File: src/rtl/decoder_onehot_skid.sv
// Index-to-one-hot/thermometer decoder with valid/ready handshakes on both sides,
// decoupled by a 2-entry skid buffer so in_ready never depends on out_ready combinationally.
module decoder_onehot_skid #(
  parameter int WIDTH = 16,
  parameter int IDX_W = 4
) (
  input  logic             clk,
  input  logic             rst,
  input  logic             in_valid,
  output logic             in_ready,
  input  logic [IDX_W-1:0] in_index,
  input  logic             in_thermo,
  output logic             out_valid,
  input  logic             out_ready,
  output logic [WIDTH-1:0] out_vec,
  output logic             out_error
);

  typedef enum logic [1:0] {
    EMPTY = 2'd0,
    ONE   = 2'd1,
    TWO   = 2'd2
  } state_t;

  localparam logic [IDX_W:0] WIDTH_L = (IDX_W + 1)'(WIDTH);

  // Returns {vec, err}; out-of-range indices yield an all-zero vector with err set.
  function automatic logic [WIDTH:0] decode_word(input logic [IDX_W-1:0] idx,
                                                 input logic             thermo);
    logic [WIDTH-1:0] vec;
    logic             err;
    vec = '0;
    err = 1'b0;
    if ({1'b0, idx} >= WIDTH_L) begin
      err = 1'b1;
    end else begin
      for (int i = 0; i < WIDTH; i++) begin
        if (thermo) begin
          vec[i] = (32'(i) <= 32'(idx));
        end else begin
          vec[i] = (32'(i) == 32'(idx));
        end
      end
    end
    return {vec, err};
  endfunction

  state_t           state_r;
  state_t           state_next_s;
  logic [WIDTH:0]   head_r;
  logic [WIDTH:0]   skid_r;
  logic [WIDTH:0]   dec_word_s;
  logic             out_valid_r;
  logic             in_ready_r;
  logic             in_fire_s;
  logic             out_fire_s;

  assign dec_word_s = decode_word(in_index, in_thermo);
  assign in_fire_s  = in_valid && in_ready_r;
  assign out_fire_s = out_valid_r && out_ready;

  // Occupancy next-state from the two handshakes.
  always_comb begin
    state_next_s = state_r;
    case (state_r)
      EMPTY: begin
        if (in_fire_s) begin
          state_next_s = ONE;
        end else begin
          state_next_s = EMPTY;
        end
      end
      ONE: begin
        if (in_fire_s && !out_fire_s) begin
          state_next_s = TWO;
        end else if (!in_fire_s && out_fire_s) begin
          state_next_s = EMPTY;
        end else begin
          state_next_s = ONE;
        end
      end
      TWO: begin
        if (out_fire_s) begin
          state_next_s = ONE;
        end else begin
          state_next_s = TWO;
        end
      end
      default: begin
        state_next_s = EMPTY;
      end
    endcase
  end

  // State register and registered handshake flags derived from the next state.
  always_ff @(posedge clk) begin
    if (rst) begin
      state_r     <= EMPTY;
      out_valid_r <= 1'b0;
      in_ready_r  <= 1'b1;
    end else begin
      state_r     <= state_next_s;
      out_valid_r <= (state_next_s != EMPTY);
      in_ready_r  <= (state_next_s != TWO);
    end
  end

  // Head/skid data path: new words land in the head when it is free or being drained,
  // otherwise in the skid entry, which moves forward when the head drains in TWO.
  always_ff @(posedge clk) begin
    if (rst) begin
      head_r <= '0;
      skid_r <= '0;
    end else begin
      case (state_r)
        EMPTY: begin
          if (in_fire_s) begin
            head_r <= dec_word_s;
          end
        end
        ONE: begin
          if (in_fire_s && out_fire_s) begin
            head_r <= dec_word_s;
          end else if (in_fire_s) begin
            skid_r <= dec_word_s;
          end
        end
        TWO: begin
          if (out_fire_s) begin
            head_r <= skid_r;
          end
        end
        default: begin
          head_r <= '0;
          skid_r <= '0;
        end
      endcase
    end
  end

  assign out_vec   = head_r[WIDTH:1];
  assign out_error = head_r[0];
  assign out_valid = out_valid_r;
  assign in_ready  = in_ready_r;

endmodule

File: config.mk
export PLATFORM = sky130hd
export DESIGN_NAME = decoder_onehot_skid
export DESIGN_NICKNAME = d
export VERILOG_FILES = /design/src/rtl/decoder_onehot_skid.sv
export SDC_FILE = /design/constraint.sdc
export NUM_CORES = 1
export LEC_CHECK = 0
export BUFFER_PORTS_ARGS = -buffer_cell sky130_fd_sc_hd__buf_4
export CAP_MARGIN = 15
export CORE_UTILIZATION = 25
export DETAILED_ROUTE_END_ITERATION = 8
export PLACE_DENSITY = 0.4
export SLEW_MARGIN = 20
export SYNTH_ARGS = -nofsm -noshare
export SYNTH_HDL_FRONTEND = slang
export SYNTH_SLANG_ARGS = --single-unit
File: constraint.sdc
create_clock -name clk -period 3.74 [get_ports clk]
set_input_delay 0.748 -clock clk [delete_from_list [all_inputs] [get_ports clk]]
set_output_delay 0.748 -clock clk [all_outputs]
set_load 0.005 [all_outputs]
==> results.txt <==
----------------------------------------------------
[Setup path]
  Number of cell instances on the worst register-to-register path ... 6
  Highest fanout seen on the critical path ... 22
  Startpoint of the worst-slack reg-to-reg timing path ... state_r[1]
  Reg-to-Reg End ... head_r[7]
  WP data required ... 3920 ps
  Critical path launch point type ... input port
  Setup slack of the most critical reg-to-reg path ... 1450 ps
  Capturing element type of the critical path ... flop
  Startpoint-to-endpoint class of the critical path ... in2reg
  Arrival time worst endpoint ... 2540 ps

[Pwr]
  VDD IR max ... 0.159 mV
  Static power due to leakage ... 0.842 nW
  Cell Pwr Density ... 482 nW/um2

[STA]
  Setup TNS after final layout ... 0 ps
  Worst-case clock skew ... 4.02 ps
  Fmax ... 424 MHz
  Total count of hold-check failures in the final report ... 0
  Worst slew pin tran ... 897 ps
  Period Utilization, post-route ... 0.631
  Worst-case headroom to the max-slew limit ... 0.402
  Setup repair after global routing missed its margin ... false
  Final setup viols ... 0
  Final-layout worst hold slack ... 447 ps
  Final worst path period need ... 2360 ps
  Final Slew Violations ... 0

[Clock tree]
  Post-CTS Hold Buffers ... 0
  Number of buffers inserted by post-CTS setup repair ... 0
  Deepest level of the CTS H-tree ... 2
  Number of buffers added by the clock tree synthesis step ... 5
  Later-pin clock latency in the skew report ... 280 ps
  Clock tree from TritonCTS ... built
  Maximum root-to-sink buffer count ... 2
  Sink Count ... 36
  Post-CTS clock slew at the launch and capture registers of the worst setup and hold paths ... 70 ps
  Root Driver ... sky130_fd_sc_hd__clkbuf_8
  Cells resized by post-CTS repair ... 0

[Routing]
  First-pass detailed-route iteration total ... 4
  Initial drt markers ... 67
  Number of vias per cell ... 4.83
  Average wire per standard cell ... 14.8 um
  Vias after detailed routing ... 1605
  Final wirelength ... 4.91 mm
  Number of nets with antenna violations after detailed routing ... 0
  DRC Markers ... 0

[Floorplanning]
  Area enclosed by the die boundary ... 7650 um2
  Placeable Area ... 6940 um2
  Height of the die ... 87.5 um
  I/O Pins ... 28
  Starting utilization of the core area ... 0.263
  Count of standard-cell rows ... 30
  Chip Width ... 87.5 um

[Yosys]
  Post-synthesis simple-gate area fraction ... 0.184
  Proportion of register bits with asynchronous set or reset after synthesis ... 0
  Post-synthesis adder-cell area fraction ... 0.0137
  Cell count after synthesis ... 219
  Biggest area consumer among synthesized cells ... sky130_fd_sc_hd__dfxtp_1
  Leading post-synthesis cells by instance count ... 36 x sky130_fd_sc_hd__dfxtp_1, 36 x sky130_fd_sc_hd__nor2_1, 19 x sky130_fd_sc_hd__a21oi_1
  Post-synthesis compound-gate area fraction ... 0.316
  Synth Net Count ... 230
  Largest cells by area after synthesis ... sky130_fd_sc_hd__dfxtp_1 39%, sky130_fd_sc_hd__nor2_1 7.4%, sky130_fd_sc_hd__a21oi_1 5.2%, sky130_fd_sc_hd__o21ai_0 3.6%, sky130_fd_sc_hd__a211oi_1 3.3%
  Share of the synthesized area in the top cell type ... 0.395
  Seq/Total Area, Yosys ... 0.395
  Largest family of logic cells by synthesized area ... compound AO/OA/AOI/OAI gates
  Number of enable flip-flop cells after synthesis ... 0
  Synth unique cells ... 46
  Post-synthesis xor/xnor area fraction ... 0
  Area of the mapped netlist ... 1830 um2
  Commonest register cell after synthesis ... sky130_fd_sc_hd__dfxtp_1
  Mux share of post-synthesis cell area ... 0.0178
  Synthesized area per cell ... 8.34 um2
  Synthesized flop and latch total ... 36
  Total number of yosys warnings ... 0

[Final layout]
  Fill cell count ... 759
  Post-synthesis to final-layout area growth ... 19.5%
  Net total in the final layout ... 246
  Antenna diode count ... 0
  Fraction of layout cells with a size suffix above 1 ... 0.203

[Global routing]
  Wire length of the first global-routing pass ... 7.92 mm
  Initial antenna violation count ... 0
  Via count of the first global-routing pass ... 1437
  Pin count of the biggest net entering global routing ... 36
  All-layer global routing usage ... 0.136
  Total overflow reported by the global router ... 0

[Min path]
  Start point of the worst hold path ... skid_r[10]
  Worst Hold Class ... reg2reg
  End point of the worst hold path ... skid_r[10]
  Number of instances on the worst hold path ... 2

[Placement]
  Final GP Congestion ... 0.732
  Count of buffers from port buffering ... 26
  Detailed Place HPWL ... 3.41 mm

[Job]
  Max-cap check violation count ... 0

[Run status]
  Outcome ... complete, no violations

----------------------------------------------------
==> registers in the layout, summed over array words and instances, names as in the netlist <==
register / cells
skid_r: 16
state_r: 2
in_ready: 1
head_r: 16
out_valid: 1
==> routing by layer <==
| metal | GRT usage | routed length (um) | vias up |
|---|---|---|---|
| met1 | 0.205 | 2590 | 728 |
| met4 | 0.0447 | 59 | 0 |
| li1 | - | - | 828 |
| met2 | 0.194 | 2040 | 43 |
| met5 | 0 | 0 | - |
| met3 | 0.0227 | 218 | 6 |
==> metrics by stage <==
stage	utilization	setup slack, ps	instances	power, W	cell area [um2]
finish	0.314	1380	332	0.00105	2180
global route	0.314	1130	332	0.00111	2180
CTS	0.314	1380	332	0.00107	2180
detailed placement	0.296	1100	324	0.000688	2060
global placement	0.296	1140	324	0.000690	2060
floorplan	-	1610	219	0.000604	1830
==> power by group <==
part / leakage, nW / switching [W] / internal [W]
sequential: 0.295 / 0.0000231 / 0.000418
combinational: 0.483 / 0.000131 / 0.000105
clock: 0.0645 / 0.000139 / 0.000235
total: 0.842 / 0.000294 / 0.000759
==> cells in the final DEF, fill, tap and decap left out, types with 2 or more instances in the layout <==
| cell type | instances |
|---|---|
| sky130_fd_sc_hd__a211oi_1 | 8 |
| sky130_fd_sc_hd__a21oi_1 | 19 |
| sky130_fd_sc_hd__a22oi_1 | 8 |
| sky130_fd_sc_hd__a2bb2oi_1 | 4 |
| sky130_fd_sc_hd__a311oi_2 | 2 |
| sky130_fd_sc_hd__a32oi_1 | 5 |
| sky130_fd_sc_hd__and2_1 | 2 |
| sky130_fd_sc_hd__buf_4 | 29 |
| sky130_fd_sc_hd__clkbuf_8 | 7 |
| sky130_fd_sc_hd__dfxtp_1 | 36 |
| sky130_fd_sc_hd__ha_1 | 2 |
| sky130_fd_sc_hd__inv_1 | 6 |
| sky130_fd_sc_hd__mux2_2 | 2 |
| sky130_fd_sc_hd__nand2_1 | 14 |
| sky130_fd_sc_hd__nand3_1 | 2 |
| sky130_fd_sc_hd__nor2_1 | 36 |
| sky130_fd_sc_hd__nor2b_1 | 3 |
| sky130_fd_sc_hd__nor3_1 | 8 |
| sky130_fd_sc_hd__o21ai_0 | 13 |
| sky130_fd_sc_hd__o221a_2 | 3 |
| sky130_fd_sc_hd__o221ai_1 | 2 |
| sky130_fd_sc_hd__o2bb2a_1 | 2 |
| sky130_fd_sc_hd__o31ai_1 | 2 |
==> worst max-delay path: stages <==
cell                        delay, ps
sky130_fd_sc_hd__buf_4             80
sky130_fd_sc_hd__nand2_1          150
sky130_fd_sc_hd__inv_1            100
sky130_fd_sc_hd__ha_1             210
sky130_fd_sc_hd__nor3b_2          100
sky130_fd_sc_hd__a221oi_4         690
sky130_fd_sc_hd__nor2_1           150
sky130_fd_sc_hd__a2111oi_2        310
==> logic make-up (layout without fill, tap and decap cells) <==
family          Yosys count  after routing
simple gates             73             73
mux                       3              3
flops                    36             36
fa+ha+maj                 2              2
buf+inv                  26             43
other cells               1              1
compound gates           78             78
==> worst max-delay path by stage <==
stage	depth (start not counted)	end	start	slack, ps
final	8	head_r[7]	out_ready	1380
after global routing	8	head_r[7]	out_ready	1130
after CTS	8	head_r[7]	out_ready	1380
after detailed placement	8	head_r[7]	out_ready	1100
after global placement	8	head_r[7]	out_ready	1140
after floorplan	8	skid_r[10]	out_ready	1610
==> area by class of cell <==
class | count | area (um2) | share of cell area
inverter | 6 | 22.5 | 0.0103
timing repair buffer | 29 | 218 | 0.0998
tap | 96 | 120 | 0.0550
clock buffer | 7 | 96.3 | 0.0442
sequential | 36 | 721 | 0.330
clock inverter | 1 | 30.0 | 0.0138
multi-input combinational | 157 | 975 | 0.447
(Power assumes the default switching activity.)
